### config.mk
export PLATFORM = sky130hd
export DESIGN_NAME = goertzel_power_detect
export DESIGN_NICKNAME = d
export VERILOG_FILES = /design/src/rtl/goertzel_power_detect.sv
export SDC_FILE = /design/constraint.sdc
export NUM_CORES = 2
export LEC_CHECK = 0
export ABC_CLOCK_PERIOD_IN_PS = 7900
export CORE_ASPECT_RATIO = 0.6
export CORE_MARGIN = 2
export CORE_UTILIZATION = 55
export DETAILED_ROUTE_END_ITERATION = 10
export PLACE_DENSITY = 0.76
export SETUP_SLACK_MARGIN = 0.5
export SKIP_LAST_GASP = 1
export SLEW_MARGIN = 20
export SYNTH_ARGS = -nofsm -noshare
export SYNTH_HDL_FRONTEND = slang
export SYNTH_SLANG_ARGS = --single-unit
export TNS_END_PERCENT = 5
### constraint.sdc
create_clock -name i_clk -period 7.9 [get_ports i_clk]
set_input_delay 0.79 -clock i_clk [delete_from_list [all_inputs] [get_ports i_clk]]
set_output_delay 0.79 -clock i_clk [all_outputs]
set_load 0.1 [all_outputs]
### src/rtl/goertzel_power_detect.sv
`default_nettype none
// ============================================================================
// Module   : goertzel_power_detect
// Brief    : Goertzel bin power |X|^2 pipeline with debounced tone detector.
// Revision : 1.0 - initial release
// ============================================================================
module goertzel_power_detect #(
   parameter int OW       = 20,
   parameter int PW       = 2*OW+1,
   parameter int HOLD_ON  = 3,
   parameter int HOLD_OFF = 3
) (
   input  logic            i_clk,
   input  logic            i_rst,
   input  logic [2*OW-1:0] s_axis_tdata,
   input  logic            s_axis_tvalid,
   output logic            s_axis_tready,
   output logic [PW-1:0]   m_axis_tdata,
   output logic            m_axis_tuser,
   output logic            m_axis_tvalid,
   input  logic            m_axis_tready,
   input  logic [PW-1:0]   i_threshold,
   output logic            o_detect
);

   localparam int c_HMAX = (HOLD_ON > HOLD_OFF) ? HOLD_ON : HOLD_OFF;
   localparam int c_CW   = $clog2(c_HMAX + 1);

   localparam logic [1:0] c_ST_IDLE = 2'd0;
   localparam logic [1:0] c_ST_ARM  = 2'd1;
   localparam logic [1:0] c_ST_ON   = 2'd2;
   localparam logic [1:0] c_ST_REL  = 2'd3;

   logic                   r_v1, r_v2, r_v3;
   logic signed [OW-1:0]   r_re, r_im;
   logic [2*OW-1:0]        r_sq_re, r_sq_im;
   logic [PW-1:0]          r_pwr;
   logic                   r_hit;
   logic signed [2*OW-1:0] w_sq_re, w_sq_im;
   logic [PW-1:0]          w_sum;
   logic                   w_hit, w_en, w_accept, w_eval;
   logic [1:0]             r_state, w_state_nxt;
   logic [c_CW-1:0]        r_cnt, w_cnt_nxt, w_cnt_inc;
   logic                   w_detect_nxt;

   // One enable for the whole pipe: everything stalls together on backpressure.
   assign w_en          = !r_v3 || m_axis_tready;
   assign w_accept      = s_axis_tvalid && w_en;
   assign w_eval        = w_en && r_v2;
   assign s_axis_tready = w_en;

   assign w_sq_re = r_re * r_re;
   assign w_sq_im = r_im * r_im;
   assign w_sum   = PW'(r_sq_re) + PW'(r_sq_im);
   assign w_hit   = (w_sum >= i_threshold);

   always_ff @(posedge i_clk) begin
      if (i_rst) begin
         r_v1    <= 1'b0;
         r_v2    <= 1'b0;
         r_v3    <= 1'b0;
         r_re    <= '0;
         r_im    <= '0;
         r_sq_re <= '0;
         r_sq_im <= '0;
         r_pwr   <= '0;
         r_hit   <= 1'b0;
      end else if (w_en) begin
         r_v1    <= w_accept;
         r_re    <= s_axis_tdata[2*OW-1:OW];
         r_im    <= s_axis_tdata[OW-1:0];
         r_v2    <= r_v1;
         r_sq_re <= $unsigned(w_sq_re);
         r_sq_im <= $unsigned(w_sq_im);
         r_v3    <= r_v2;
         r_pwr   <= w_sum;
         r_hit   <= w_hit;
      end
   end

   assign m_axis_tdata  = r_pwr;
   assign m_axis_tuser  = r_hit;
   assign m_axis_tvalid = r_v3;

   // Debounce FSM steps once per frame, as its sum lands in the output stage.
   always_ff @(posedge i_clk) begin
      if (i_rst) begin
         r_state  <= c_ST_IDLE;
         r_cnt    <= '0;
         o_detect <= 1'b0;
      end else if (w_eval) begin
         r_state  <= w_state_nxt;
         r_cnt    <= w_cnt_nxt;
         o_detect <= w_detect_nxt;
      end
   end

   assign w_cnt_inc = r_cnt + c_CW'(1);

   always_comb begin
      w_state_nxt = r_state;
      w_cnt_nxt   = r_cnt;
      case (r_state)
         c_ST_IDLE: begin
            if (w_hit) begin
               if (HOLD_ON == 1) begin
                  w_state_nxt = c_ST_ON;
                  w_cnt_nxt   = '0;
               end else begin
                  w_state_nxt = c_ST_ARM;
                  w_cnt_nxt   = c_CW'(1);
               end
            end
         end
         c_ST_ARM: begin
            if (!w_hit) begin
               w_state_nxt = c_ST_IDLE;
               w_cnt_nxt   = '0;
            end else if (w_cnt_inc == c_CW'(HOLD_ON)) begin
               w_state_nxt = c_ST_ON;
               w_cnt_nxt   = '0;
            end else begin
               w_cnt_nxt   = w_cnt_inc;
            end
         end
         c_ST_ON: begin
            if (!w_hit) begin
               if (HOLD_OFF == 1) begin
                  w_state_nxt = c_ST_IDLE;
                  w_cnt_nxt   = '0;
               end else begin
                  w_state_nxt = c_ST_REL;
                  w_cnt_nxt   = c_CW'(1);
               end
            end
         end
         default: begin
            if (w_hit) begin
               w_state_nxt = c_ST_ON;
               w_cnt_nxt   = '0;
            end else if (w_cnt_inc == c_CW'(HOLD_OFF)) begin
               w_state_nxt = c_ST_IDLE;
               w_cnt_nxt   = '0;
            end else begin
               w_cnt_nxt   = w_cnt_inc;
            end
         end
      endcase
   end

   always_comb begin
      w_detect_nxt = (w_state_nxt == c_ST_ON) || (w_state_nxt == c_ST_REL);
   end

endmodule
`default_nettype wire

==> impl_results.html <==
<table>
<tr><th>Metric</th><th>Value</th></tr>
<tr><th colspan="2">Run status</th></tr>
<tr><td>Run status</td><td>complete, no violations</td></tr>
<tr><th colspan="2">Setup path</th></tr>
<tr><td>Number of cells on the worst reg-to-reg path</td><td>21</td></tr>
<tr><td>Reg2Reg Launch Point</td><td>r_im[10]</td></tr>
<tr><td>Worst setup path category</td><td>flip-flop to flip-flop</td></tr>
<tr><td>Kind of capture point of the worst setup path</td><td>flip-flop</td></tr>
<tr><td>Endpoint required time on the critical path</td><td>8230 ps</td></tr>
<tr><td>Capturing point of the worst reg2reg path</td><td>r_sq_im[39]</td></tr>
<tr><td>Largest fanout on the critical path</td><td>10</td></tr>
<tr><td>Internal reg-to-reg setup slack</td><td>710 ps</td></tr>
<tr><td>Launch point of the critical path</td><td>r_im[10]</td></tr>
<tr><td>Critical path arrival</td><td>7520 ps</td></tr>
<tr><td>Capture point of the critical path</td><td>r_sq_im[39]</td></tr>
<tr><td>Startpoint type of the worst setup path</td><td>flip-flop</td></tr>
<tr><th colspan="2">STA</th></tr>
<tr><td>Clock period minus worst slack</td><td>7190 ps</td></tr>
<tr><td>Post-route fraction of the period consumed by the critical path</td><td>91.0%</td></tr>
<tr><td>Accumulated negative setup slack</td><td>0 ps</td></tr>
<tr><td>Maximum clock frequency</td><td>139 MHz</td></tr>
<tr><td>Total count of max-transition violations in the final report</td><td>0</td></tr>
<tr><td>Clk_skew</td><td>10.4 ps</td></tr>
<tr><td>Final hold vios</td><td>0</td></tr>
<tr><td>RSZ-0062 raised after global routing</td><td>true</td></tr>
<tr><td>Actual slew at the worst max-slew pin</td><td>1140 ps</td></tr>
<tr><td>Max-slew headroom</td><td>23.8%</td></tr>
<tr><td>Setup violators final</td><td>0</td></tr>
<tr><th colspan="2">Pwr</th></tr>
<tr><td>Post-layout power</td><td>10.8 mW</td></tr>
<tr><td>Switching power of the nets</td><td>5.81 mW</td></tr>
<tr><td>Power per Cell Area</td><td>280 nW/µm²</td></tr>
<tr><td>VDD IR-drop max</td><td>0.000241 V</td></tr>
<tr><td>Switching share of power</td><td>53.6%</td></tr>
<tr><td>Clock share of power</td><td>8.1%</td></tr>
<tr><td>Lkg Pwr</td><td>20.4 nW</td></tr>
<tr><td>Internal Dissipation</td><td>5.02 mW</td></tr>
<tr><td>Sequential cell fraction of total power</td><td>12.0%</td></tr>
<tr><td>Comb power frac</td><td>79.9%</td></tr>
<tr><th colspan="2">Detailed routing</th></tr>
<tr><td>Count of nets left with antenna violations after detail routing</td><td>0</td></tr>
<tr><td>First-pass DRT Iterations</td><td>5</td></tr>
<tr><td>Post-detailed-route via-to-cell ratio</td><td>5.36</td></tr>
<tr><td>Wire per inst</td><td>17.6 µm</td></tr>
<tr><td>Wire length reported by the detailed router</td><td>85800 µm</td></tr>
<tr><td>Vias post-DR</td><td>26100</td></tr>
<tr><td>Remaining routing DRC violations</td><td>0</td></tr>
<tr><td>Number of DRC markers after the initial detailed-route iteration</td><td>2193</td></tr>
<tr><th colspan="2">Yosys</th></tr>
<tr><td>Share of the yosys chip area belonging to registers</td><td>9.49%</td></tr>
<tr><td>Top cell type's share of synthesized area</td><td>43.1%</td></tr>
<tr><td>Mean cell area of the mapped netlist</td><td>9.02 µm²</td></tr>
<tr><td>Number of enable-type register cells in the synthesized netlist</td><td>0</td></tr>
<tr><td>Post-synthesis simple-gate area fraction</td><td>12.9%</td></tr>
<tr><td>Warnings from Yosys</td><td>0</td></tr>
<tr><td>Register bit count reported by yosys</td><td>168</td></tr>
<tr><td>Syn nets</td><td>5080</td></tr>
<tr><td>Largest family of logic cells by synthesized area</td><td>adder cells</td></tr>
<tr><td>Gate count after technology mapping</td><td>3931</td></tr>
<tr><td>Post-synthesis xor/xnor area fraction</td><td>3.16%</td></tr>
<tr><td>Yosys top cell by area</td><td>fa_1</td></tr>
<tr><td>Predominant post-synthesis flop cell</td><td>dfxtp_1</td></tr>
<tr><td>Share of synthesized cell area in full adder, half adder and majority cells</td><td>53.7%</td></tr>
<tr><td>Post-synth ARST share</td><td>0%</td></tr>
<tr><td>Cell area after synthesis</td><td>35500 µm²</td></tr>
<tr><td>Synth area leaders</td><td>fa_1, ha_1, inv_1</td></tr>
<tr><td>Count of distinct cell types in the synthesized netlist</td><td>77</td></tr>
<tr><td>Synth Area in Compound Gates</td><td>9.06%</td></tr>
<tr><td>Multiplexer area fraction after synthesis</td><td>0.205%</td></tr>
<tr><th colspan="2">Clock network</th></tr>
<tr><td># hold bufs at CTS</td><td>0</td></tr>
<tr><td>Maximum number of buffers from clock root to sink</td><td>2</td></tr>
<tr><td>CTS H-tree lvls</td><td>4</td></tr>
<tr><td>Root Driver</td><td>clkbuf_16</td></tr>
<tr><td>TritonCTS clock tree</td><td>built</td></tr>
<tr><td>Clock transition time at the flip-flop clock pins of the worst setup and hold paths</td><td>70 ps</td></tr>
<tr><td>TritonCTS sink count</td><td>168</td></tr>
<tr><td>Insertion delay of the later-clocked pin in the worst-skew pair</td><td>480 ps</td></tr>
<tr><td>TritonCTS Buffers</td><td>17</td></tr>
<tr><th colspan="2">Min path</th></tr>
<tr><td>Worst min path class</td><td>flip-flop to flip-flop</td></tr>
<tr><td>Hold Path Origin</td><td>m_axis_tdata[16]</td></tr>
<tr><th colspan="2">Global routing</th></tr>
<tr><td>Maximum number of pins on one net before global-route repair</td><td>86</td></tr>
<tr><td>Via count of the first global-routing pass</td><td>27200</td></tr>
<tr><td>Wire length of the first global-routing pass</td><td>143000 µm</td></tr>
<tr><td>Number of antenna violations at the first check in global routing</td><td>0</td></tr>
<tr><td>Total routing usage reported by global routing</td><td>27.1%</td></tr>
<tr><td>Global route overflow</td><td>0</td></tr>
<tr><th colspan="2">Cells and area</th></tr>
<tr><td>NumNets Final</td><td>5161</td></tr>
<tr><td>ANT cells</td><td>0</td></tr>
<tr><td>Non-Filler Cell Area, Final</td><td>38600 µm²</td></tr>
<tr><td>Proportion of layout cells with a drive suffix above 1</td><td>4.72%</td></tr>
<tr><td>Area growth from synthesis to final layout</td><td>8.89%</td></tr>
<tr><td>Fill cells</td><td>5404</td></tr>
<tr><th colspan="2">Run</th></tr>
<tr><td>Max-Cap Viols</td><td>0</td></tr>
<tr><th colspan="2">Floorplanning</th></tr>
<tr><td>Die area</td><td>66600 µm²</td></tr>
<tr><td>Initial core utilization</td><td>55.4%</td></tr>
<tr><td>Floorplan die height</td><td>201 µm</td></tr>
<tr><td>Die width</td><td>332 µm</td></tr>
<tr><td>Core Footprint</td><td>64100 µm²</td></tr>
<tr><td>I/O pins</td><td>130</td></tr>
<tr><td>FP Rows</td><td>72</td></tr>
<tr><th colspan="2">Placement</th></tr>
<tr><td>Post-DP HPWL</td><td>72600 µm</td></tr>
<tr><td>Input/output buffers</td><td>129</td></tr>
<tr><td>Placement Cell Area</td><td>37800 µm²</td></tr>
<tr><td>Final weighted congestion of routability-driven global placement</td><td>0.960</td></tr>
</table>
[cell families (layout without fill, tap and decap cells)]
group / after synthesis / in the layout
XOR/XNOR: 128 / 128
flip-flops: 168 / 168
multiplexers: 7 / 7
buffers and inverters: 1086 / 1180
AND/OR/NAND/NOR: 981 / 981
adder cells (fa/ha/maj): 1064 / 1064
AO/OA/AOI/OAI: 497 / 497
[stage by stage]
stage,hold slack [ps],worst slack [ps],utilization [%],instances
floorplan,429,600,-,3931
global placement,441,426,59.1,4838
detailed placement,444,226,59.1,4838
CTS,455,496,60.0,4872
global route,474,477,60.3,4876
finish,453,710,60.3,4876
[routing by layer]
layer	vias to the layer above	wire, µm	GRT usage (%)
li1	12100	-	-
met1	13000	39600	41.6
met2	877	36000	38.6
met3	92	8440	6.68
met4	0	1760	6.07
met5	-	0	0
[worst min-delay path by stage]
stage | to | slack [ps] | depth (start not counted)
floorplan | r_sq_im[26] | 430 | 2
global placement | m_axis_tdata[4] | 440 | 2
detailed placement | m_axis_tdata[13] | 440 | 2
CTS | m_axis_tdata[13] | 450 | 2
global route | m_axis_tdata[8] | 470 | 2
finish | m_axis_tdata[16] | 450 | 2
[what timing repair did]
action                                  4_1_cts  5_1_grt
gates resized for setup                      11       45
pin swaps                                     0        5
setup buffers                                 2        4
cloned                                        0        0
endpoints found under the setup margin        8       31
[cell usage in the layout, fill, tap and decap left out, drive strengths merged, types with 6 or more instances in the layout]
| cell | netlist | routed |
|---|---|---|
| nand3 | 39 | 39 |
| or4 | 8 | 8 |
| a211o | 7 | 7 |
| a2111oi | 6 | 6 |
| ha | 300 | 300 |
| xnor2 | 95 | 95 |
| a31o | 9 | 9 |
| nor2 | 126 | 126 |
| a31oi | 12 | 12 |
| a21oi | 211 | 211 |
| fa | 764 | 764 |
| o21ai | 54 | 54 |
| inv | 942 | 946 |
| and3 | 17 | 17 |
| dfxtp | 168 | 168 |
| o211ai | 13 | 13 |
| and2 | 154 | 154 |
| nor2b | 40 | 40 |
| nand2b | 15 | 15 |
| a211oi | 36 | 36 |
| nand4 | 19 | 19 |
| nor3 | 22 | 22 |
| or3 | 10 | 10 |
| buf | 6 | 78 |
| o21bai | 11 | 11 |
| clkdlybuf4s50 | 0 | 128 |
| o21a | 22 | 22 |
| o31a | 6 | 6 |
| xor2 | 33 | 33 |
| clkbuf | 138 | 18 |
| nor4 | 8 | 8 |
| a21o | 64 | 64 |
| nand2 | 500 | 500 |
[power groups by stage]
| stage | registers [mW] | logic [mW] | clock network (mW) |
|---|---|---|---|
| 2_1_floorplan | 1.75 | 6.10 | 0 |
| 3_3_place_gp | 1.31 | 8.26 | 0 |
| 3_5_place_dp | 1.31 | 8.47 | 0 |
| 4_1_cts | 1.29 | 8.55 | 0.885 |
| 5_1_grt | 1.32 | 9.77 | 0.913 |
| 6_report | 1.30 | 8.65 | 0.875 |
[Yosys cell counts, drive strengths merged, types with 3 or more instances]
cell	number
inv	942
fa	764
nand2	500
ha	300
a21oi	211
dfxtp	168
and2	154
clkbuf	138
nor2	126
xnor2	95
a21o	64
o21ai	54
nor2b	40
nand3	39
a211oi	36
xor2	33
nor3	22
o21a	22
nand4	19
and3	17
nand2b	15
o211ai	13
a31oi	12
o21bai	11
or3	10
a31o	9
nor4	8
or4	8
a211o	7
a2111oi	6
buf	6
o31a	6
mux2i	5
o31ai	5
or3b	5
a311oi	4
o2111ai	4
or2	4
a2111o	3
a221o	3
a41o	3
a41oi	3
nand3b	3
nand4b	3
[sequential cells by signal, indices dropped and copies added, names as in the netlist]
name,flops
m_axis_tuser,1
r_state,2
r_im,20
r_cnt,2
r_sq_re,39
r_sq_im,39
o_detect,1
m_axis_tdata,41
r_re,20
m_axis_tvalid,1
r_v2,1
r_v1,1
[worst max-delay path, stage by stage, from the launching register on]
cell       delay [ps]
dfxtp_2           520
buf_4             270
nand2_1           100
fa_1              590
inv_1              70
fa_1              510
fa_1              570
fa_1              440
fa_1              460
fa_1              490
inv_1              50
fa_1              490
inv_1              60
ha_1              370
a21oi_1           400
o211ai_1          210
o2bb2ai_1         240
or3_1             480
and3_1            210
o221a_1           250
o2111ai_1         180
a31oi_1            90
[layout make-up]
class | instances | area [µm²] | area share (%)
Clock buffer | 18 | 439 | 1.14
Clock inverter | 14 | 138 | 0.356
Inverter | 942 | 3550 | 9.19
Multi-Input combinational cell | 2677 | 28100 | 72.8
Sequential cell | 168 | 3410 | 8.84
Tap cell | 851 | 1060 | 2.76
Timing Repair Buffer | 206 | 1890 | 4.89
(Power assumes the default switching activity.)
